## src/rtl/multicycle_ctrl_if.sv

```systemverilog
// Shared memory-port handshake between the multi-cycle controller and memory.
interface multicycle_ctrl_if;
  logic mem_req;
  logic mem_we;
  logic mem_addr_sel;
  logic mem_ready;

  modport master (output mem_req, output mem_we, output mem_addr_sel, input mem_ready);
  modport slave  (input mem_req, input mem_we, input mem_addr_sel, output mem_ready);
endinterface

```

## src/rtl/multicycle_ctrl.sv

```systemverilog
// Control FSM for the multi-cycle RV32I-subset datapath: fetch/decode/exec/mem/wb
// over one memory port, with retired-instruction counter and trap on bad opcode or stalled memory.
module multicycle_ctrl #(
  parameter int unsigned MEM_TIMEOUT = 15,
  parameter int unsigned CNT_W       = 32
) (
  input  logic             clk,
  input  logic             reset_n,
  input  logic [31:0]      ir,
  input  logic             alu_zero,
  multicycle_ctrl_if.master mem,
  output logic             pc_we,
  output logic             pc_src,
  output logic             ir_we,
  output logic             reg_we,
  output logic [1:0]       wb_sel,
  output logic [1:0]       alu_src_a,
  output logic [1:0]       alu_src_b,
  output logic [1:0]       alu_op,
  output logic             retire,
  output logic [CNT_W-1:0] instret,
  output logic             trap,
  output logic [1:0]       trap_cause
);

  typedef enum logic [2:0] {IDLE, FETCH, DECODE, EXEC, MEM, WB, TRAP} state_t;

  localparam logic [6:0]  OP_R      = 7'b0110011;
  localparam logic [6:0]  OP_I      = 7'b0010011;
  localparam logic [6:0]  OP_LOAD   = 7'b0000011;
  localparam logic [6:0]  OP_STORE  = 7'b0100011;
  localparam logic [6:0]  OP_BRANCH = 7'b1100011;
  localparam logic [6:0]  OP_JAL    = 7'b1101111;
  localparam logic [15:0] LIMIT     = MEM_TIMEOUT[15:0];

  state_t             r_state, w_next;
  logic [15:0]        r_wait;
  logic [CNT_W-1:0]   r_instret;
  logic [1:0]         r_trap_cause, w_cause_next;
  logic [6:0]         w_opcode;
  logic               w_legal, w_timeout, w_is_store;

  assign w_opcode   = ir[6:0];
  assign w_is_store = (w_opcode == OP_STORE);
  assign w_legal    = (w_opcode == OP_R) || (w_opcode == OP_I) || (w_opcode == OP_LOAD) ||
                      w_is_store || (w_opcode == OP_JAL) ||
                      ((w_opcode == OP_BRANCH) && (ir[14:13] == 2'b00));
  // Limit check uses the pre-increment count, so a ready on the limit cycle still completes.
  assign w_timeout  = (MEM_TIMEOUT != 0) && (r_wait == LIMIT) && !mem.mem_ready;

  assign instret    = r_instret;
  assign trap_cause = r_trap_cause;

  always_ff @(posedge clk or negedge reset_n) begin
    if (!reset_n) begin
      r_state      <= IDLE;
      r_wait       <= '0;
      r_instret    <= '0;
      r_trap_cause <= '0;
    end else begin
      r_state      <= w_next;
      r_trap_cause <= w_cause_next;
      if (retire)
        r_instret <= r_instret + {{(CNT_W-1){1'b0}}, 1'b1};
      if (mem.mem_req && !mem.mem_ready && (w_next == r_state))
        r_wait <= (r_wait == '1) ? r_wait : r_wait + 16'd1;
      else
        r_wait <= '0;
    end
  end

  always_comb begin
    w_next       = r_state;
    w_cause_next = r_trap_cause;
    case (r_state)
      IDLE:   w_next = FETCH;
      FETCH: begin
        if (mem.mem_ready) w_next = DECODE;
        else if (w_timeout) begin
          w_next       = TRAP;
          w_cause_next = 2'd2;
        end
      end
      DECODE: begin
        if (w_legal) w_next = EXEC;
        else begin
          w_next       = TRAP;
          w_cause_next = 2'd1;
        end
      end
      EXEC: begin
        case (w_opcode)
          OP_R, OP_I:          w_next = WB;
          OP_LOAD, OP_STORE:   w_next = MEM;
          OP_BRANCH, OP_JAL:   w_next = FETCH;
          default: begin
            w_next       = TRAP;
            w_cause_next = 2'd1;
          end
        endcase
      end
      MEM: begin
        if (mem.mem_ready) w_next = w_is_store ? FETCH : WB;
        else if (w_timeout) begin
          w_next       = TRAP;
          w_cause_next = 2'd2;
        end
      end
      WB:     w_next = FETCH;
      TRAP:   w_next = TRAP;
      default: w_next = IDLE;
    endcase
  end

  always_comb begin
    pc_we            = 1'b0;
    pc_src           = 1'b0;
    ir_we            = 1'b0;
    reg_we           = 1'b0;
    wb_sel           = 2'd0;
    alu_src_a        = 2'd0;
    alu_src_b        = 2'd0;
    alu_op           = 2'd0;
    retire           = 1'b0;
    trap             = 1'b0;
    mem.mem_req      = 1'b0;
    mem.mem_we       = 1'b0;
    mem.mem_addr_sel = 1'b0;
    case (r_state)
      FETCH: begin
        mem.mem_req = 1'b1;
        alu_src_a   = 2'd1;
        alu_src_b   = 2'd2;
        ir_we       = mem.mem_ready;
        pc_we       = mem.mem_ready;
      end
      DECODE: begin
        alu_src_a = 2'd2;
        alu_src_b = 2'd1;
      end
      EXEC: begin
        case (w_opcode)
          OP_R:              alu_op = 2'd2;
          OP_I: begin
            alu_src_b = 2'd1;
            alu_op    = 2'd2;
          end
          OP_LOAD, OP_STORE: alu_src_b = 2'd1;
          OP_BRANCH: begin
            alu_op = 2'd1;
            pc_src = 1'b1;
            pc_we  = ir[12] ? !alu_zero : alu_zero;
            retire = 1'b1;
          end
          OP_JAL: begin
            pc_we  = 1'b1;
            pc_src = 1'b1;
            reg_we = 1'b1;
            wb_sel = 2'd2;
            retire = 1'b1;
          end
          default: ;
        endcase
      end
      MEM: begin
        mem.mem_req      = 1'b1;
        mem.mem_addr_sel = 1'b1;
        mem.mem_we       = w_is_store;
        retire           = w_is_store && mem.mem_ready;
      end
      WB: begin
        reg_we = 1'b1;
        wb_sel = (w_opcode == OP_LOAD) ? 2'd1 : 2'd0;
        retire = 1'b1;
      end
      TRAP:    trap = 1'b1;
      default: ;
    endcase
  end

endmodule

```

## src/flat_wrapper.sv

```systemverilog
// flat-port wrapper written by rule: the top's interface ports become plain ports
module multicycle_ctrl_flat 
#(
  parameter int unsigned MEM_TIMEOUT = 15,
  parameter int unsigned CNT_W       = 32
)
  (clk, reset_n, ir, alu_zero, pc_we, pc_src, ir_we, reg_we, wb_sel, alu_src_a, alu_src_b, alu_op, retire, instret, trap, trap_cause, mem_mem_req, mem_mem_we, mem_mem_addr_sel, mem_mem_ready);
  multicycle_ctrl_if mem_i ();
  input  logic clk;
  input  logic reset_n;
  input  logic [31:0] ir;
  input  logic alu_zero;
  output logic pc_we;
  output logic pc_src;
  output logic ir_we;
  output logic reg_we;
  output logic [1:0] wb_sel;
  output logic [1:0] alu_src_a;
  output logic [1:0] alu_src_b;
  output logic [1:0] alu_op;
  output logic retire;
  output logic [CNT_W-1:0] instret;
  output logic trap;
  output logic [1:0] trap_cause;
  output wire logic [$bits(mem_i.mem_req)-1:0] mem_mem_req;
  output wire logic [$bits(mem_i.mem_we)-1:0] mem_mem_we;
  output wire logic [$bits(mem_i.mem_addr_sel)-1:0] mem_mem_addr_sel;
  input wire logic [$bits(mem_i.mem_ready)-1:0] mem_mem_ready;
  assign mem_mem_req = mem_i.mem_req;
  assign mem_mem_we = mem_i.mem_we;
  assign mem_mem_addr_sel = mem_i.mem_addr_sel;
  assign mem_i.mem_ready = mem_mem_ready;
  multicycle_ctrl #(.MEM_TIMEOUT(MEM_TIMEOUT), .CNT_W(CNT_W)) u_core (.clk(clk), .reset_n(reset_n), .ir(ir), .alu_zero(alu_zero), .mem(mem_i), .pc_we(pc_we), .pc_src(pc_src), .ir_we(ir_we), .reg_we(reg_we), .wb_sel(wb_sel), .alu_src_a(alu_src_a), .alu_src_b(alu_src_b), .alu_op(alu_op), .retire(retire), .instret(instret), .trap(trap), .trap_cause(trap_cause));
endmodule
```

## config.mk

```make
export PLATFORM = sky130hd
export DESIGN_NAME = multicycle_ctrl_flat
export DESIGN_NICKNAME = d
export VERILOG_FILES = /design/src/rtl/multicycle_ctrl_if.sv /design/src/rtl/multicycle_ctrl.sv /design/src/flat_wrapper.sv
export SDC_FILE = /design/constraint.sdc
export NUM_CORES = 1
export LEC_CHECK = 0
export CORE_MARGIN = 1
export CORE_UTILIZATION = 48
export DETAILED_ROUTE_END_ITERATION = 8
export GPL_ROUTABILITY_DRIVEN = 0
export PLACE_DENSITY = 0.81
export SKIP_LAST_GASP = 1
export SYNTH_ARGS = -nofsm -noshare
export SYNTH_HDL_FRONTEND = slang
export SYNTH_SLANG_ARGS = --single-unit
```

## constraint.sdc

```tcl
create_clock -name clk -period 2.2 [get_ports clk]
set_input_delay 0.22 -clock clk [delete_from_list [all_inputs] [get_ports clk]]
set_output_delay 0.22 -clock clk [all_outputs]
set_load 0.02 [all_outputs]
```

==> flow_metrics.env, run 1 <==
export IMPL_status="finished clean"
export IMPL_ioPinCount=87
export IMPL_area_delta_synth_final_pct=31.6
export IMPL_viasPerCell=5.64
export IMPL_rsz0062_at_grt="no"
export IMPL_crit_path_start_kind="flop"
export IMPL_h_tree_depth=2
export IMPL_post_route_period_util=0.947
export IMPL_p_sw_w=0.000939
export IMPL_first_iter_violations=159
export IMPL_placedCellCount=460
export IMPL_post_cts_buffers=0
export IMPL_placement_io_buffers=64
export IMPL_die_area_um2=6640
export IMPL_power_frac_seq=0.446
export IMPL_required_ns=1.98
export IMPL_fin_util=0.666
export IMPL_syn_area_per_cell_um2=9.91
export IMPL_routedWlPerCell_um=14.7
export IMPL_final_cell_count_no_fill=468
export IMPL_insertion_delay_ns=0.31
export IMPL_die_w_um=81.5
export IMPL_grt_max_degree=54
export IMPL_coreArea_um2=5990
export IMPL_drt_pass1_iter_count=4
export IMPL_ir_drop_mv=0.479
export IMPL_globalRouteOverflowTotal=0
export IMPL_nNetsFinal=430
export IMPL_ctsHoldBuffers=0
export IMPL_power_switching_share=0.357
export IMPL_drive_gt1_frac=0.165
export IMPL_async_reset_ff_frac=1.00
export IMPL_rows=28
export IMPL_fin_area_um2=3990
export IMPL_root_buffer="clkbuf_8"
export IMPL_synth_area_um2=3030
export IMPL_period_needed_ns=2.08
export IMPL_globalRouteTotalUtil=0.220
export IMPL_ys_warnings_count=0
export IMPL_maxCapViolations=0
export IMPL_ant_nets=0
export IMPL_antenna_found_initial=0
export IMPL_synth_flop_cell="dfrtp_1"
export IMPL_route_detailed_drc=0
export IMPL_synth_top_area_frac=0.437
export IMPL_worst_setup_path_end_kind="primary output"
export IMPL_synth_edf_count=0
export IMPL_cts_buffer_depth=2
export IMPL_die_h_um=81.5
export IMPL_hold_path_class="input pin to async pin"
export IMPL_cts_tree="built"
export IMPL_numCtsBuffers=5
export IMPL_cts_sinks=53
export IMPL_path_clk_slew_ns=0.10
export IMPL_ys_ff_latch=53
export IMPL_worstSetupPathType="flop to primary output"
export IMPL_grt_pass1_wl_um=11500
export IMPL_first_global_vias=2556
export IMPL_synth_top_area_cell="dfrtp_1"
export IMPL_fin_worst_skew_ns=0.00576
export IMPL_p_comb_frac=0.344
export IMPL_initial_core_util=0.506
export IMPL_crit_fanout=11
export IMPL_p_per_area_nw_per_um2=659
export IMPL_fmax_mhz=480
export IMPL_hold_viol=0
export IMPL_power_frac_clock=0.211
export IMPL_syn_nets=344
export IMPL_internal_power_w=0.00169
export IMPL_leakagePower_nw=1.68
export IMPL_syn_inst=306
export IMPL_dpl_cell_area_um2=3890
export IMPL_synth_yosys_seq_area_share=0.437
export IMPL_hpwl_um=4950
export IMPL_setup_viol_count_final=0
export IMPL_cts_resized_gates=10
export IMPL_num_antenna_cells=0
export IMPL_synthTopCellsByArea="dfrtp_1, xnor2_1, o211ai_1, nor2_1, nand3_1"
export IMPL_arrival_ns=1.86
export IMPL_drv_slew=0
export IMPL_ys_types=54
export IMPL_worstMarginPinSlew_ns=0.658
export IMPL_slew_headroom=0.561
export IMPL_wirelength_um=6900
export IMPL_route_vias_total=2638
## state kept, by name (all words and copies together) (netlist names)
signal	flops
u_core.instret	32
u_core.r_wait	16
u_core.trap_cause	2
u_core.r_state	3
## worst max-delay path, stage by stage (launching register included)
cell	delay (ns)
dfrtp_1	0.49
nand2b_1	0.26
a21oi_1	0.19
clkdlybuf4s50_1	0.63
## power by group through the flow
stage               Clock, W  Combinational, W  Sequential [W]
global placement           0          0.000892         0.00118
floorplan                  0          0.000511         0.00117
CTS                 0.000568          0.000911         0.00117
finish              0.000554          0.000905         0.00117
global route        0.000600          0.000989         0.00119
detailed placement         0          0.000922         0.00118
## layer usage
metal  vias to the layer above  share of wire  global-route usage
met2                        79           0.48               0.388
met5                         -              0                   0
met4                         0         0.0086              0.0482
met1                      1283           0.46               0.286
li1                       1270              -                   -
met3                         6          0.050              0.0311
## synthesized netlist by cell type, types with 2 or more instances
library cell	instances
a211oi_1	4
a21oi_1	13
and2_1	8
and3_1	9
and4_1	2
buf_2	4
buf_4	2
clkbuf_1	4
dfrtp_1	53
ha_1	2
inv_1	4
mux2i_1	2
nand2_1	15
nand2b_1	5
nand3_1	15
nand3b_1	2
nand4_1	8
nor2_1	26
nor2_2	11
nor3_1	5
nor3_2	4
nor4_4	3
o2111ai_1	4
o211ai_1	14
o21ai_0	14
or4_1	2
or4_4	2
xnor2_1	38
xor2_1	6
## cell type report
class	instances	area, um2
inverter	4	18.8
fill	460	2000
multi-input combinational	238	1630
tap	75	93.8
timing repair buffer	90	828
clock buffer	5	68.8
clock inverter	3	21.3
sequential	53	1330
## placed cells by master, fill, tap and decap left out, types with 2 or more instances in the layout
master            n
nor3_1            5
a21oi_1          13
dfrtp_1          52
mux2i_1           2
nand2b_1          4
buf_4            26
and4_1            2
and2_1            8
nor3_2            4
clkinvlp_4        2
clkbuf_8          5
o211ai_1         14
dlymetal6s2s_1    3
clkdlybuf4s50_1  52
nand3_1          15
o21ai_0          14
nor4_4            3
and3_1            9
nand3b_1          2
or4_4             2
dlygate4sd2_1     8
xnor2_1          38
inv_1             3
nor2_2           11
or4_1             2
xor2_1            6
o2111ai_1         4
nor2_1           26
a211oi_1          4
nand4_1           8
ha_1              2
nand2_1          15
## stage by stage
stage / worst slack, ns / power, W / hold WS (ns) / TNS, ns
4_1_cts: 0.00264 / 0.00265 / 0.0380 / 0
2_1_floorplan: 0.346 / 0.00168 / -0.0756 / 0
5_1_grt: 0.0216 / 0.00278 / 0.0559 / 0
6_report: 0.116 / 0.00263 / 0.0231 / 0
3_5_place_dp: -0.0827 / 0.00211 / 0.383 / -0.302
3_3_place_gp: -0.0888 / 0.00207 / 0.377 / -0.232
## final timing paths
path                                           startpoint                        endpoint  slack [ns]  depth (start not counted)
max                           u_core.r_state[2]$_DFF_PN0_                     mem_mem_req        0.12                          3
min                                               reset_n   u_core.instret[8]$_DFFE_PN0P_        0.02                          2
max reg2reg                   u_core.r_state[2]$_DFF_PN0_  u_core.instret[29]$_DFFE_PN0P_        0.27                          7
min reg2reg                u_core.instret[31]$_DFFE_PN0P_  u_core.instret[31]$_DFFE_PN0P_        0.47                          1
max in group asynchronous                         reset_n     u_core.r_state[0]$_DFF_PN0_        1.71                          2
min in group clk           u_core.instret[31]$_DFFE_PN0P_  u_core.instret[31]$_DFFE_PN0P_        0.47                          1
## kinds of logic (layout without fill, tap and decap cells)
kind of cell / count (synthesis) / after routing / synth area share
simple gates: 129 / 129 / 0.261
buf+inv: 15 / 102 / 0.0252
mux: 3 / 3 / 0.0103
compound gates: 60 / 60 / 0.131
flops: 53 / 53 / 0.437
xor+xnor: 44 / 44 / 0.127
fa+ha+maj: 2 / 2 / 0.00825
Power figures use the tool's default switching activity.
==> run 2, diff against run 1 <==
- CAP_MARGIN: default -> 20
- CORE_UTILIZATION: 48 -> 52
- PLACE_DENSITY: 0.81 -> 0.86
- clock period: 2.2 -> 2.56 ns (I/O delays scaled with it)
==> run 2 against run 1 <==
Net effect:
- clock skew fell by 0.00074 ns
- wire length fell by 2.6%
- utilization rose by 3.2 points
- combinational power fell by 20%
- clock power fell by 10%
- worst setup slack improved by 0.015 ns
- cell count fell by 4.1%
- first-iteration DRC count fell by 3.1%
- largest cell class unchanged
==> flow_metrics.env, run 2 (synthesis results as in run 1) <==
export IMPL_status="finished clean"
export IMPL_grt_pass1_wl_um=11400
export IMPL_globalRouteOverflowTotal=0
export IMPL_ant_nets=0
export IMPL_routedWlPerCell_um=15.0
export IMPL_internal_power_w=0.00145
export IMPL_first_global_vias=2401
export IMPL_crit_fanout=14
export IMPL_fin_area_um2=3890
export IMPL_globalRouteTotalUtil=0.233
export IMPL_max_stage_delay_ns=0.63
export IMPL_ir_drop_mv=0.403
export IMPL_power_frac_seq=0.454
export IMPL_setup_ws_ns=0.132
export IMPL_setup_viol_count_final=0
export IMPL_top_layer="met4"
export IMPL_route_detailed_drc=0
export IMPL_slowest_stage="clkdlybuf4s50_1"
export IMPL_maxCapViolations=0
export IMPL_path_clk_slew_ns=0.10
export IMPL_rsz0062_at_grt="no"
export IMPL_hold_path_class="input pin to async pin"
export IMPL_p_comb_frac=0.323
export IMPL_setup_tns_ns=0
export IMPL_root_buffer="clkbuf_8"
export IMPL_pre_cts_slack_ns=0.0593
export IMPL_die_h_um=78.4
export IMPL_rows=27
export IMPL_num_antenna_cells=0
export IMPL_first_iter_violations=154
export IMPL_post_route_period_util=0.949
export IMPL_required_ns=2.30
export IMPL_worstSetupPathType="flop to primary output"
export IMPL_power_switching_share=0.348
export IMPL_met3_length_um=424
export IMPL_layout_commonest_cell="clkdlybuf4s50_1"
export IMPL_crit_chain="and3b_1 > nand4_1 > o21ai_1 > clkdlybuf4s50_1"
export IMPL_initial_core_util=0.544
export IMPL_insertion_delay_ns=0.31
export IMPL_slew_headroom=0.589
export IMPL_p_per_area_nw_per_um2=573
export IMPL_crit_path_start_kind="flop"
export IMPL_cts_tree="built"
export IMPL_coreArea_um2=5570
export IMPL_final_cell_count_no_fill=449
export IMPL_fmax_mhz=412
export IMPL_die_area_um2=6140
export IMPL_ioPinCount=87
export IMPL_p_sw_w=0.000776
export IMPL_largest_reg_flops=32
export IMPL_drt_pass1_iter_count=4
export IMPL_wl_met2_um=3240
export IMPL_arrival_ns=2.17
export IMPL_cts_buffer_depth=2
export IMPL_fin_util=0.698
export IMPL_dpl_cell_area_um2=3780
export IMPL_placedCellCount=440
export IMPL_placement_io_buffers=64
export IMPL_hpwl_um=4860
export IMPL_power_frac_clock=0.223
export IMPL_h_tree_depth=2
export IMPL_grt_max_degree=28
export IMPL_met1_length_um=2980
export IMPL_cts_sinks=53
export IMPL_area_delta_synth_final_pct=28.4
export IMPL_leakagePower_nw=1.53
export IMPL_period_needed_ns=2.43
export IMPL_die_w_um=78.4
export IMPL_viasPerCell=5.82
export IMPL_final_cell_mix="clkdlybuf4s50_1, dfrtp_1, xnor2_1"
export IMPL_worstMarginPinSlew_ns=0.616
export IMPL_drv_slew=0
export IMPL_worst_setup_path_end_kind="primary output"
export IMPL_post_cts_buffers=0
export IMPL_drive_gt1_frac=0.122
export IMPL_nNetsFinal=414
export IMPL_route_vias_total=2613
export IMPL_hold_viol=0
export IMPL_antenna_found_initial=0
export IMPL_numCtsBuffers=5
export IMPL_wirelength_um=6720
export IMPL_fin_worst_skew_ns=0.00501
==> run 2: metrics by stage <==
stage,hold WS [ns],power (W)
floorplan,-0.0396,0.00144
global placement,0.295,0.00173
detailed placement,0.300,0.00175
global route,0.502,0.00236
CTS,0.490,0.00225
finish,0.484,0.00223
==> run 2: per-layer routing <==
metal,up-vias,global-route usage
met5,-,0
met4,0,0.0722
met3,7,0.0279
met2,99,0.387
met1,1267,0.318
li1,1240,-
==> run 2: worst max-delay path, delay by kind of cell, from the launching register on <==
kind | cells | cell delay, ns
simple gates | 2 | 0.48
compound gates | 1 | 0.18
flops | 1 | 0.57
buf+inv | 1 | 0.63
==> run 2: power groups by stage <==
stage / logic (W) / clock network (W) / registers (W)
after floorplan: 0.000439 / 0 / 0.00100
after global placement: 0.000708 / 0 / 0.00102
after detailed placement: 0.000721 / 0 / 0.00103
after CTS: 0.000725 / 0.000515 / 0.00101
after global routing: 0.000782 / 0.000550 / 0.00103
final: 0.000720 / 0.000498 / 0.00101
==> run 2: path summary, 6_finish.rpt <==
kind / startpoint / endpoint / slack, ns / depth (start not counted)
max in group asynchronous: reset_n / u_core.trap_cause[0]$_DFFE_PN0P_ / 1.51 / 3
worst min register to register: u_core.trap_cause[0]$_DFFE_PN0P_ / u_core.trap_cause[0]$_DFFE_PN0P_ / 0.49 / 1
worst max-delay path: u_core.r_state[1]$_DFF_PN0_ / retire / 0.13 / 4
worst min-delay path: reset_n / u_core.instret[10]$_DFFE_PN0P_ / 0.48 / 2
worst max register to register: u_core.r_wait[0]$_DFFE_PN0P_ / u_core.r_wait[14]$_DFFE_PN0P_ / 0.58 / 6
min in group clk: u_core.trap_cause[0]$_DFFE_PN0P_ / u_core.trap_cause[0]$_DFFE_PN0P_ / 0.49 / 1
==> run 2: cell type report <==
type / count / area (um2)
Clock buffer: 6 / 82.6
Clock inverter: 2 / 17.5
Fill cell: 437 / 1680
Inverter: 4 / 15.0
Multi-Input combinational cell: 238 / 1640
Sequential cell: 53 / 1330
Tap cell: 72 / 90.1
Timing Repair Buffer: 74 / 726
==> run 2: repair_timing <==
action                     4_1_cts  5_1_grt
resized for setup                0        1
hold buffers                     1        0
hold endpoints to repair        26        0
setup endpoints to repair        0        1
